## src/rtl/conv_frame_writer_pkg.sv

```systemverilog
// Shared definitions for the convolution output path.
//   - Default frame geometry and channel widths, shared by this writer
//     and the convolution buffer.
//   - FSM state encoding for the frame writer.
//   - Layout of one frame-buffer write entry at the default widths.
//     The writer's FIFO stores entries flat, in the same field order,
//     so non-default widths also work.
package conv_frame_writer_pkg;

  localparam int DEF_WIDTH      = 640;
  localparam int DEF_HEIGHT     = 480;
  localparam int DEF_CH_IN_W    = 12;
  localparam int DEF_PIX_W      = 8;
  localparam int DEF_FIFO_DEPTH = 4;
  localparam int DEF_ADDR_W     = 19;

  typedef enum logic [1:0] {
    ST_IDLE    = 2'd0,
    ST_CAPTURE = 2'd1,
    ST_DRAIN   = 2'd2
  } state_t;

  // One pending frame-buffer write. The address is in the MSBs and the
  // channels follow as red, green, blue.
  typedef struct packed {
    logic [DEF_ADDR_W-1:0] addr;
    logic [DEF_PIX_W-1:0]  r;
    logic [DEF_PIX_W-1:0]  g;
    logic [DEF_PIX_W-1:0]  b;
  } wr_entry_t;

endpackage

```

## src/rtl/conv_frame_writer_if.sv

```systemverilog
// Bundle for the frame writer's pixel input and frame-buffer write port.
//   Pixel in : start, idval, ired, igreen, iblue
//   FB write : mem_wr_en, mem_wr_addr, mem_wr_data (out), mem_wr_ready (in)
//   Status   : busy, frame_done, overflow
// Modports:
//   master : environment side. It drives the pixels and the frame-buffer
//            ready signal.
//   slave  : the conv_frame_writer itself.
interface conv_frame_writer_if #(
  parameter int CH_IN_W = 12,
  parameter int PIX_W   = 8,
  parameter int ADDR_W  = 19
);
  logic               start;
  logic               idval;
  logic [CH_IN_W-1:0] ired;
  logic [CH_IN_W-1:0] igreen;
  logic [CH_IN_W-1:0] iblue;
  logic               mem_wr_en;
  logic [ADDR_W-1:0]  mem_wr_addr;
  logic [3*PIX_W-1:0] mem_wr_data;
  logic               mem_wr_ready;
  logic               busy;
  logic               frame_done;
  logic               overflow;

  modport master (
    output start, idval, ired, igreen, iblue, mem_wr_ready,
    input  mem_wr_en, mem_wr_addr, mem_wr_data, busy, frame_done, overflow
  );

  modport slave (
    input  start, idval, ired, igreen, iblue, mem_wr_ready,
    output mem_wr_en, mem_wr_addr, mem_wr_data, busy, frame_done, overflow
  );
endinterface

```

## src/rtl/conv_frame_writer_wr_fifo.sv

```systemverilog
// Small synchronous FIFO that absorbs frame-buffer stalls.
// It is first-word fall-through: the head entry is visible on o_rdata
// in the cycle after it is written.
//   clk, rst  : clock and synchronous active-high reset
//   i_push    : write request. It is accepted when the FIFO is not full,
//               or when it is full and a pop happens in the same cycle.
//   i_wdata   : entry to write
//   i_pop     : consume the head entry. It is ignored when the FIFO is empty.
//   o_rdata   : head entry. It reads as zero while the FIFO is empty.
//   o_empty   : status flag derived from the entry count
//   o_full    : status flag derived from the entry count
module conv_frame_writer_wr_fifo #(
  parameter int DATA_W = 8,
  parameter int DEPTH  = 4
) (
  input  logic              clk,
  input  logic              rst,
  input  logic              i_push,
  input  logic [DATA_W-1:0] i_wdata,
  input  logic              i_pop,
  output logic [DATA_W-1:0] o_rdata,
  output logic              o_empty,
  output logic              o_full
);
  localparam int PTR_W = (DEPTH > 1) ? $clog2(DEPTH) : 1;
  localparam int CNT_W = PTR_W + 1;

  logic [DATA_W-1:0] r_mem [DEPTH];
  logic [PTR_W-1:0]  r_wr_ptr;
  logic [PTR_W-1:0]  r_rd_ptr;
  logic [CNT_W-1:0]  r_count;
  logic              w_do_push;
  logic              w_do_pop;

  assign o_empty   = (r_count == '0);
  assign o_full    = (r_count == CNT_W'(DEPTH));
  assign w_do_pop  = i_pop && !o_empty;
  // When the FIFO is full, a simultaneous pop frees the slot the push
  // lands in. That slot is the head, which has already been read out.
  assign w_do_push = i_push && (!o_full || w_do_pop);

  // Zero the output while empty so mem_wr_addr/data read 0 out of reset.
  assign o_rdata = o_empty ? '0 : r_mem[r_rd_ptr];

  // NOTE: the storage array has no reset. Only the pointers and the count
  // define which entries are valid, so resetting the data would buy
  // nothing and would stop the array from mapping to RAM.
  always_ff @(posedge clk) begin
    if (w_do_push) begin
      r_mem[r_wr_ptr] <= i_wdata;
    end
  end

  // NOTE: sequential state uses non-blocking assignments. Every register
  // then updates from the values held before the edge, whatever the
  // statement order.
  always_ff @(posedge clk) begin
    if (rst) begin
      r_wr_ptr <= '0;
      r_rd_ptr <= '0;
      r_count  <= '0;
    end else begin
      // DEPTH is a power of two, so the pointers wrap by overflowing.
      if (w_do_push) r_wr_ptr <= r_wr_ptr + PTR_W'(1);
      if (w_do_pop)  r_rd_ptr <= r_rd_ptr + PTR_W'(1);
      case ({w_do_push, w_do_pop})
        2'b10:   r_count <= r_count + CNT_W'(1);
        2'b01:   r_count <= r_count - CNT_W'(1);
        default: r_count <= r_count;
      endcase
    end
  end
endmodule

```

## src/rtl/conv_frame_writer.sv

```systemverilog
// Frame writer. It takes the filtered pixel stream from the convolution
// buffer and writes one frame into the frame buffer.
// It follows the raster position (col/row, plus a running linear address).
// Each valid pixel in CAPTURE is truncated to PIX_W per channel, packed
// with its address and pushed into a small FIFO that feeds the
// frame-buffer write port.
//   clk, rst : clock and synchronous active-high reset
//   bus      : conv_frame_writer_if.slave
//              start       arms one frame (honoured only in IDLE)
//              idval/ired/igreen/iblue  pixel stream, no backpressure
//              mem_wr_*    frame-buffer write port. en = FIFO non-empty,
//                          pop = en & ready.
//              busy        high in CAPTURE and DRAIN
//              frame_done  one-cycle pulse after the last write pops
//              overflow    sticky. A pixel was dropped this frame.
module conv_frame_writer
  import conv_frame_writer_pkg::*;
#(
  parameter int WIDTH      = DEF_WIDTH,
  parameter int HEIGHT     = DEF_HEIGHT,
  parameter int CH_IN_W    = DEF_CH_IN_W,
  parameter int PIX_W      = DEF_PIX_W,
  parameter int FIFO_DEPTH = DEF_FIFO_DEPTH,
  parameter int ADDR_W     = DEF_ADDR_W
) (
  input  logic               clk,
  input  logic               rst,
  conv_frame_writer_if.slave bus
);
  localparam int COL_W   = (WIDTH  > 1) ? $clog2(WIDTH)  : 1;
  localparam int ROW_W   = (HEIGHT > 1) ? $clog2(HEIGHT) : 1;
  localparam int ENTRY_W = ADDR_W + 3 * PIX_W;
  localparam logic [COL_W-1:0] COL_LAST = COL_W'(WIDTH - 1);
  localparam logic [ROW_W-1:0] ROW_LAST = ROW_W'(HEIGHT - 1);

  state_t             r_state;
  logic [COL_W-1:0]   r_col;
  logic [ROW_W-1:0]   r_row;
  logic [ADDR_W-1:0]  r_addr;
  logic               r_overflow;
  logic               r_frame_done;

  logic               w_pixel;
  logic               w_last;
  logic               w_pop;
  logic               w_drop;
  logic               w_full;
  logic               w_empty;
  logic [ENTRY_W-1:0] w_wentry;
  logic [ENTRY_W-1:0] w_rentry;

  assign w_pixel = (r_state == ST_CAPTURE) && bus.idval;
  assign w_last  = (r_col == COL_LAST) && (r_row == ROW_LAST);
  assign w_pop   = !w_empty && bus.mem_wr_ready;
  assign w_drop  = w_pixel && w_full && !w_pop;

  // The channels are truncated by keeping their top PIX_W bits. No
  // rounding is applied.
  assign w_wentry = {r_addr,
                     bus.ired[CH_IN_W-1 -: PIX_W],
                     bus.igreen[CH_IN_W-1 -: PIX_W],
                     bus.iblue[CH_IN_W-1 -: PIX_W]};

  conv_frame_writer_wr_fifo #(
    .DATA_W (ENTRY_W),
    .DEPTH  (FIFO_DEPTH)
  ) u_wr_fifo (
    .clk     (clk),
    .rst     (rst),
    .i_push  (w_pixel),
    .i_wdata (w_wentry),
    .i_pop   (w_pop),
    .o_rdata (w_rentry),
    .o_empty (w_empty),
    .o_full  (w_full)
  );

  always_ff @(posedge clk) begin
    if (rst) begin
      r_state      <= ST_IDLE;
      r_col        <= '0;
      r_row        <= '0;
      r_addr       <= '0;
      r_overflow   <= 1'b0;
      r_frame_done <= 1'b0;
    end else begin
      r_frame_done <= 1'b0;
      case (r_state)
        ST_IDLE: begin
          if (bus.start) begin
            r_state    <= ST_CAPTURE;
            r_col      <= '0;
            r_row      <= '0;
            r_addr     <= '0;
            r_overflow <= 1'b0;
          end
        end
        ST_CAPTURE: begin
          // Dropped pixels still advance the position, so the pixels that
          // do land keep their correct geometry.
          if (bus.idval) begin
            if (w_drop) r_overflow <= 1'b1;
            if (w_last) begin
              r_state <= ST_DRAIN;
            end else begin
              r_addr <= r_addr + ADDR_W'(1);
              if (r_col == COL_LAST) begin
                r_col <= '0;
                r_row <= r_row + ROW_W'(1);
              end else begin
                r_col <= r_col + COL_W'(1);
              end
            end
          end
        end
        ST_DRAIN: begin
          if (w_empty) begin
            r_state      <= ST_IDLE;
            r_frame_done <= 1'b1;
          end
        end
        default: r_state <= ST_IDLE;
      endcase
    end
  end

  assign bus.mem_wr_en   = !w_empty;
  assign bus.mem_wr_addr = w_rentry[ENTRY_W-1 -: ADDR_W];
  assign bus.mem_wr_data = w_rentry[3*PIX_W-1:0];
  assign bus.busy        = (r_state != ST_IDLE);
  assign bus.frame_done  = r_frame_done;
  assign bus.overflow    = r_overflow;
endmodule
```

## src/flat_wrapper.sv

```systemverilog
// flat-port wrapper written by rule: the top's interface ports become plain ports
module conv_frame_writer_flat import conv_frame_writer_pkg::*;
#(
  parameter int WIDTH      = DEF_WIDTH,
  parameter int HEIGHT     = DEF_HEIGHT,
  parameter int CH_IN_W    = DEF_CH_IN_W,
  parameter int PIX_W      = DEF_PIX_W,
  parameter int FIFO_DEPTH = DEF_FIFO_DEPTH,
  parameter int ADDR_W     = DEF_ADDR_W
)
  (clk, rst, bus_start, bus_idval, bus_ired, bus_igreen, bus_iblue, bus_mem_wr_ready, bus_mem_wr_en, bus_mem_wr_addr, bus_mem_wr_data, bus_busy, bus_frame_done, bus_overflow);
  conv_frame_writer_if #(.CH_IN_W(CH_IN_W), .PIX_W(PIX_W), .ADDR_W(ADDR_W)) bus_i ();
  input  logic clk;
  input  logic rst;
  input wire logic [$bits(bus_i.start)-1:0] bus_start;
  input wire logic [$bits(bus_i.idval)-1:0] bus_idval;
  input wire logic [$bits(bus_i.ired)-1:0] bus_ired;
  input wire logic [$bits(bus_i.igreen)-1:0] bus_igreen;
  input wire logic [$bits(bus_i.iblue)-1:0] bus_iblue;
  input wire logic [$bits(bus_i.mem_wr_ready)-1:0] bus_mem_wr_ready;
  output wire logic [$bits(bus_i.mem_wr_en)-1:0] bus_mem_wr_en;
  output wire logic [$bits(bus_i.mem_wr_addr)-1:0] bus_mem_wr_addr;
  output wire logic [$bits(bus_i.mem_wr_data)-1:0] bus_mem_wr_data;
  output wire logic [$bits(bus_i.busy)-1:0] bus_busy;
  output wire logic [$bits(bus_i.frame_done)-1:0] bus_frame_done;
  output wire logic [$bits(bus_i.overflow)-1:0] bus_overflow;
  assign bus_i.start = bus_start;
  assign bus_i.idval = bus_idval;
  assign bus_i.ired = bus_ired;
  assign bus_i.igreen = bus_igreen;
  assign bus_i.iblue = bus_iblue;
  assign bus_i.mem_wr_ready = bus_mem_wr_ready;
  assign bus_mem_wr_en = bus_i.mem_wr_en;
  assign bus_mem_wr_addr = bus_i.mem_wr_addr;
  assign bus_mem_wr_data = bus_i.mem_wr_data;
  assign bus_busy = bus_i.busy;
  assign bus_frame_done = bus_i.frame_done;
  assign bus_overflow = bus_i.overflow;
  conv_frame_writer #(.WIDTH(WIDTH), .HEIGHT(HEIGHT), .CH_IN_W(CH_IN_W), .PIX_W(PIX_W), .FIFO_DEPTH(FIFO_DEPTH), .ADDR_W(ADDR_W)) u_core (.clk(clk), .rst(rst), .bus(bus_i));
endmodule
```

## config.mk

```make
export PLATFORM = sky130hd
export DESIGN_NAME = conv_frame_writer_flat
export DESIGN_NICKNAME = d
export VERILOG_FILES = /design/src/rtl/conv_frame_writer_pkg.sv /design/src/rtl/conv_frame_writer_if.sv /design/src/rtl/conv_frame_writer_wr_fifo.sv /design/src/rtl/conv_frame_writer.sv /design/src/flat_wrapper.sv
export SDC_FILE = /design/constraint.sdc
export NUM_CORES = 1
export LEC_CHECK = 0
export CAP_MARGIN = 20
export CORE_ASPECT_RATIO = 2
export CORE_MARGIN = 1
export CORE_UTILIZATION = 35
export CTS_BUF_LIST = sky130_fd_sc_hd__clkbuf_2 sky130_fd_sc_hd__clkbuf_4 sky130_fd_sc_hd__clkbuf_8
export DETAILED_ROUTE_END_ITERATION = 10
export PLACE_DENSITY = 0.52
export SETUP_SLACK_MARGIN = 0.2
export SYNTH_ARGS = -nofsm -noshare
export SYNTH_HDL_FRONTEND = slang
export SYNTH_SLANG_ARGS = --single-unit
```

## constraint.sdc

```tcl
create_clock -name clk -period 3.07 [get_ports clk]
set_input_delay 0.921 -clock clk [delete_from_list [all_inputs] [get_ports clk]]
set_output_delay 0.921 -clock clk [all_outputs]
set_load 0.05 [all_outputs]
```

Word-level counts from Yosys, hierarchy flattened
Memories as Yosys holds them, arrays and structs flattened. A register that Yosys moved wholly into a read port is not among the register bits.
Cells that the tools add are included.
{"block": "word_totals", "register_bits": 49, "latchBits": 0, "ram_bits": 172, "romBits": 0, "in_bits": 41, "out_inout_bits": 47, "wordCells": 83, "n_memories": 1}
{"name": "u_core.u_wr_fifo.r_mem", "words": 4, "word_bits": 43, "read_ports": 1, "rd_clocked_by_memory_dff": 1, "write_ports": 1, "line": "conv_frame_writer_wr_fifo.sv:28", "text": "logic [DATA_W-1:0] r_mem [DEPTH];"}
{"block": "op_classes", "addsub": 7, "mul": 0, "div_mod_pow": 0, "magnitude_cmp": 0, "eq_ne": 14, "shift": 0, "n_mux": 30, "n_bitwise": 1, "reduce_logical": 21}
{"cell": "2-to-1 mux 19 bit", "count": 3}
{"cell": "2-to-1 mux 43 bit", "count": 1}
{"cell": "2-to-1 mux 10 bit", "count": 4}
{"cell": "one-hot mux 19 bit (2 select lines)", "count": 1}
{"cell": "2-to-1 mux 9 bit", "count": 4}
{"cell": "one-hot mux 10 bit (2 select lines)", "count": 1}
{"cell": "adder 19 x 1 -> 19 bit (second input constant)", "count": 1}
{"cell": "one-hot mux 9 bit (2 select lines)", "count": 1}
{"cell": "2-to-1 mux 2 bit", "count": 6}
{"cell": "AND reduction 4 bit", "count": 3}
{"cell": "adder 10 x 1 -> 10 bit (second input constant)", "count": 1}
{"cell": "equality test 10 bit (second input constant)", "count": 1}
{"cell": "!= test 2 bit (second input constant)", "count": 5}
{"cell": "adder 9 x 1 -> 9 bit (second input constant)", "count": 1}
{"cell": "equality test 9 bit (second input constant)", "count": 1}
{"cell": "logical AND 1 bit", "count": 7}
{"cell": "2-to-1 mux 1 bit", "count": 6}
{"cell": "one-hot mux 2 bit (3 select lines)", "count": 1}
{"cell": "one-hot mux 3 bit (2 select lines)", "count": 1}
{"cell": "nonzero test 2 bit", "count": 3}
{"cell": "AND reduction 5 bit", "count": 1}
{"cell": "adder 2 x 1 -> 2 bit (second input constant)", "count": 2}
{"cell": "equality test 2 x 1 -> 1 bit (second input constant)", "count": 2}
{"cell": "equality test 2 bit (second input constant)", "count": 2}
{"cell": "11 further kinds", "count": 14}

Logic depth before layout (Yosys ltp)
{"block": "depth", "depth_word": 8, "depth_mapped": 9, "ltp_nobuf": 8}

Modules after synthesis
A second synthesis with hierarchy kept.
{"block": "hier_totals", "cells_unflattened": 621, "hier_area_um2": 9439.1}
{"mod": "conv_frame_writer_wr_fifo", "instances": 1, "cells_each": 340, "area_each_um2": 7176.9, "seq_area_each_um2": 5345.1}
{"mod": "conv_frame_writer", "instances": 1, "cells_each": 281, "area_each_um2": 2262.2, "seq_area_each_um2": 840.8}

Least setup slack after synthesis
OpenSTA, ideal clock, no wires.
{"block": "synth_timing", "kind": "input -> register", "from": "in bus_idval", "to": "mem u_core.u_wr_fifo.r_mem[1][0] (netlist bit), enable pin", "setup_ps": 405, "arrival_time_ps": 2611, "required_time_ps": 2665, "path_slack_ps": 55, "path_stages": 4, "path_buffers": 1, "path_cell_list": "nand3b_1 clkbuf_1 nor2_1 and2_1"}
{"block": "synth_via", "elab_chain_len": 4}
{"element": "from (decl)", "line": "flat_wrapper.sv:16", "text": "input wire logic [$bits(bus_i.idval)-1:0] bus_idval;"}
{"element": "logical AND 1 bit", "line": "conv_frame_writer.sv:52", "text": "assign w_pixel = (r_state == ST_CAPTURE) && bus.idval;"}
{"element": "logical AND 1 bit", "line": "conv_frame_writer_wr_fifo.sv:40", "text": "assign w_do_push = i_push && (!o_full || w_do_pop);"}
{"element": "2-to-1 mux 1 bit", "line": "conv_frame_writer_wr_fifo.sv:49", "text": "if (w_do_push) begin"}
{"element": "2-to-1 mux 1 bit (not written as such)", "line": "conv_frame_writer_wr_fifo.sv:50", "text": "r_mem[r_wr_ptr] <= i_wdata;"}
{"element": "to (decl)", "line": "conv_frame_writer_wr_fifo.sv:28"}
No other way between the ends.

==> impl.org <==
** Drt
- Total routed wirelength :: 19930 µm
- Using the TritonRoute via totals, the vias-per-cell ratio works out to 5.113.
- Antenna-violating nets left :: 0
- The routed layout has 5604 vias.
- Number of iterations in the first detailed-routing pass :: 4
- Initial drt markers :: 290
- In the final routed layout, each cell accounts on average for 18.18 µm.
- For this run, design rule violations remaining after detail routing come to 0.

** Die
- Core ar. :: 0.02617 mm²
- The floorplan has 84 rows.
- The initial utilization of the core area, before any placement, comes to 0.3550.
- The floorplan step set the die width to 117.2 µm.
- Die Outline Area :: 0.02724 mm²
- Ports :: 88
- Height of the die :: 232.4 µm

** Power
- Net Switching :: 1406 µW
- Internal Pwr Total :: 4989 µW
- In this run the power density over the cells is 532.2 mW/mm².
- Combinational Power Share :: 0.090
- The share of total power dissipated in sequential elements is 0.515.
- Clk pwr share :: 0.396
- IR analysis of the VDD net gives a maximum drop of 345.9 µV.
- In this run the static leakage power is 0.004019 µW.
- Of the total power, the share spent switching nets is 0.2199.

** Synth
- Share of synthesized flip-flops with an asynchronous set or reset :: 0
- Of the synthesized area, sequential elements account for 0.6659.
- Biggest area consumer among synthesized cells :: edfxtp_1
- Gate count of the mapped netlist :: 617
- The synthesized netlist occupies a cell area of 0.009290 mm².
- Most common cell in the synthesized netlist :: edfxtp_1
- After synthesis the netlist holds a flip-flop and latch count of 223.
- In this run the mean area of a mapped cell was 15.06 µm².
- Yosys printed 0 warnings.
- Most common library cells after synthesis :: 172 x edfxtp_1, 51 x dfxtp_1, 49 x and2_1
- Net Count, Synth :: 666
- Commonest register cell after synthesis :: edfxtp_1
- Of the post-synthesis cell area, the dominant cell type holds 0.5560.
- Ranked by total cell area, the synthesized netlist is headed by edfxtp_1 56%, dfxtp_1 11%, mux4_2 10%, and2_1 3.3%, a21oi_1 1.5%.
- EDFF count, synth :: 172
- Yosys cell types :: 64

** Timing
- For the pin with the worst max-slew slack, the measured transition is 0.9582 ns.
- Worst max-slew margin expressed relative to the limit :: 0.3553
- Share of the clock period used by the worst path after layout :: 0.9767
- After layout, the minimum clock period comes to 2.998 ns.
- Final setup violation count :: 0
- Sum of negative setup slack :: 0 ns
- The final hold violation count was 0.
- Unrepaired setup endpoints after global routing :: yes
- On the final layout, the worst clock skew is 0.02144 ns.
- The final number of max-transition violations is 0.
- F_max :: 0.3335 GHz

** Layout
- Share of final-layout standard cells stronger than drive strength 1 :: 0.3205
- Area delta synth->final :: 29.35%
- Total Nets Final :: 777
- Final instance area :: 0.01202 mm²
- The repair_antennas step left the layout with diodes totalling 0.

** Flow run
- Max capacitance violation total :: 0

** Setup path
- Worst-path maximum fanout :: 6
- Crit path kind :: reg2out
- Critical path endpoint category :: output port
- The worst setup path is launched from a register.
- Critical path required time :: 2.15 ns
- Data on the critical path arrives at its endpoint at 2.08 ns.

** CTS
- Clock latency on the worst-skew pair, taken at its later pin, is 0.58 ns.
- CTS clock-pin slew for the worst setup and hold paths :: 0.07 ns
- CTS Root Cell :: clkbuf_8
- In this run the number of H-tree levels came out at 1.
- TritonCTS built the clock tree.
- In this run the deepest clock path goes through 3 buffers.
- The tree built by TritonCTS fans out to 223 sinks.
- Number of clock buffers inserted by TritonCTS :: 30
- Hold-fix buffers, CTS :: 0

** Global route
- The initial antenna violation count was 0.
- Summed over all layers, the global routing overflow is 0.
- Global-route total usage across every layer :: 0.1516
- The first global-routing pass estimated 31190 µm of wire.
- Entering global routing, the biggest net connects 47 pins.
- The via count of the first global-routing pass was 5813.

** Placement
- # port buffers :: 75
- Once placement finished, the instance area stood at 0.01103 mm².
- Summed over all nets, the half-perimeter wirelength after detailed placement is 12310 µm.
- Final RePlAce weighted congestion :: 0.7852

** Worst hold path
- Type of the most critical hold path :: reg2reg

** Run status
- The run finished with clean final reports.
## metal layers
layer  vias to the layer above  share of wire  global-route usage
li1                       2638              -                   -
met1                      2787           0.37              0.1637
met2                       135           0.57              0.2851
met3                        44          0.034             0.01954
met4                         0          0.035             0.06804
met5                         -              0                   0
## power groups by stage
stage / clock network, µW / logic (µW) / registers, µW
6_report: 2530 / 573 / 3290
2_1_floorplan: 0 / 295 / 3350
3_5_place_dp: 0 / 527 / 3360
5_1_grt: 2710 / 610 / 3290
4_1_cts: 2610 / 578 / 3290
3_3_place_gp: 0 / 518 / 3360
## path summary, 6_finish.rpt
kind,startpoint,depth (start not counted),endpoint,slack (ns)
max,register,5,bus_mem_wr_addr[0],0.07
min,u_core.r_col[9]$_SDFFE_PP0P_,1,u_core.r_col[9]$_SDFFE_PP0P_,0.49
max reg2reg,u_core.r_col[0]$_SDFFE_PP0P_,7,u_core.r_addr[17]$_SDFFE_PP0P_,0.61
min reg2reg,u_core.r_col[9]$_SDFFE_PP0P_,1,u_core.r_col[9]$_SDFFE_PP0P_,0.49
## final cells by class
type	instances	area [µm²]
timing repair buffer	111	1654
clock inverter	16	176.4
tap	344	430.4
inverter	13	48.80
fill	2265	14150
clock buffer	40	519.2
multi-input combinational	349	2993
sequential	223	6195
## placed cells by master, fill, tap and decap left out, drive strengths merged, types with 23 or more instances in the layout
master	instances
a21oi	27
and2	49
buf	78
clkbuf	41
clkdlybuf4s50	30
dfxtp	51
edfxtp	172
mux4	43
nand3	23
nor2	36
o21ai	25
## worst max-delay path, cell delays in order (launching register included)
cell and delay (ns):
dfxtp_4 0.37, buf_12 0.13, buf_8 0.14, mux4_2 0.53
and2_4 0.19, buf_12 0.14
## cells by family (layout without fill, tap and decap cells)
logic type,after synthesis,after routing,share of synthesized area
XOR/XNOR,4,4,0.003772
multiplexers,51,51,0.1131
flip-flops,223,223,0.6659
AO/OA/AOI/OAI,93,93,0.06371
buffers and inverters,45,180,0.02465
adder cells (fa/ha/maj),8,8,0.01158
AND/OR/NAND/NOR,193,193,0.1173
## flip-flops by register name (all words and copies together), names as in the netlist, named ones only
register and count:
u_core.u_wr_fifo.r_mem 172, u_core.r_addr 19, u_core.r_col 10, u_core.r_row 9
u_core.u_wr_fifo.r_count 3, u_core.r_state 2, u_core.u_wr_fifo.r_rd_ptr 2, u_core.u_wr_fifo.r_wr_ptr 2
u_core.bus.frame_done 1, u_core.bus.overflow 1
## what timing repair did
action / CTS / global route
gates cloned: 1 / 1
setup buffers: 7 / 0
endpoints found under the setup margin: 45 / 44
gates resized for setup: 59 / 4
## through the flow
| stage | total power, µW | utilization | cells | setup slack (ns) | hold WS (ns) |
|---|---|---|---|---|---|
| after floorplan | 3644 | - | 617 | 0.4125 | 0.4317 |
| after global placement | 3878 | 0.4215 | 1031 | 0.1742 | 0.4492 |
| after detailed placement | 3890 | 0.4215 | 1031 | 0.1682 | 0.4774 |
| after CTS | 6476 | 0.4579 | 1095 | 0.01214 | 0.4935 |
| after global routing | 6610 | 0.4592 | 1096 | 0.005524 | 0.5221 |
| final | 6395 | 0.4592 | 1096 | 0.07161 | 0.4872 |
No activity file was read; power rests on OpenSTA's default activity.
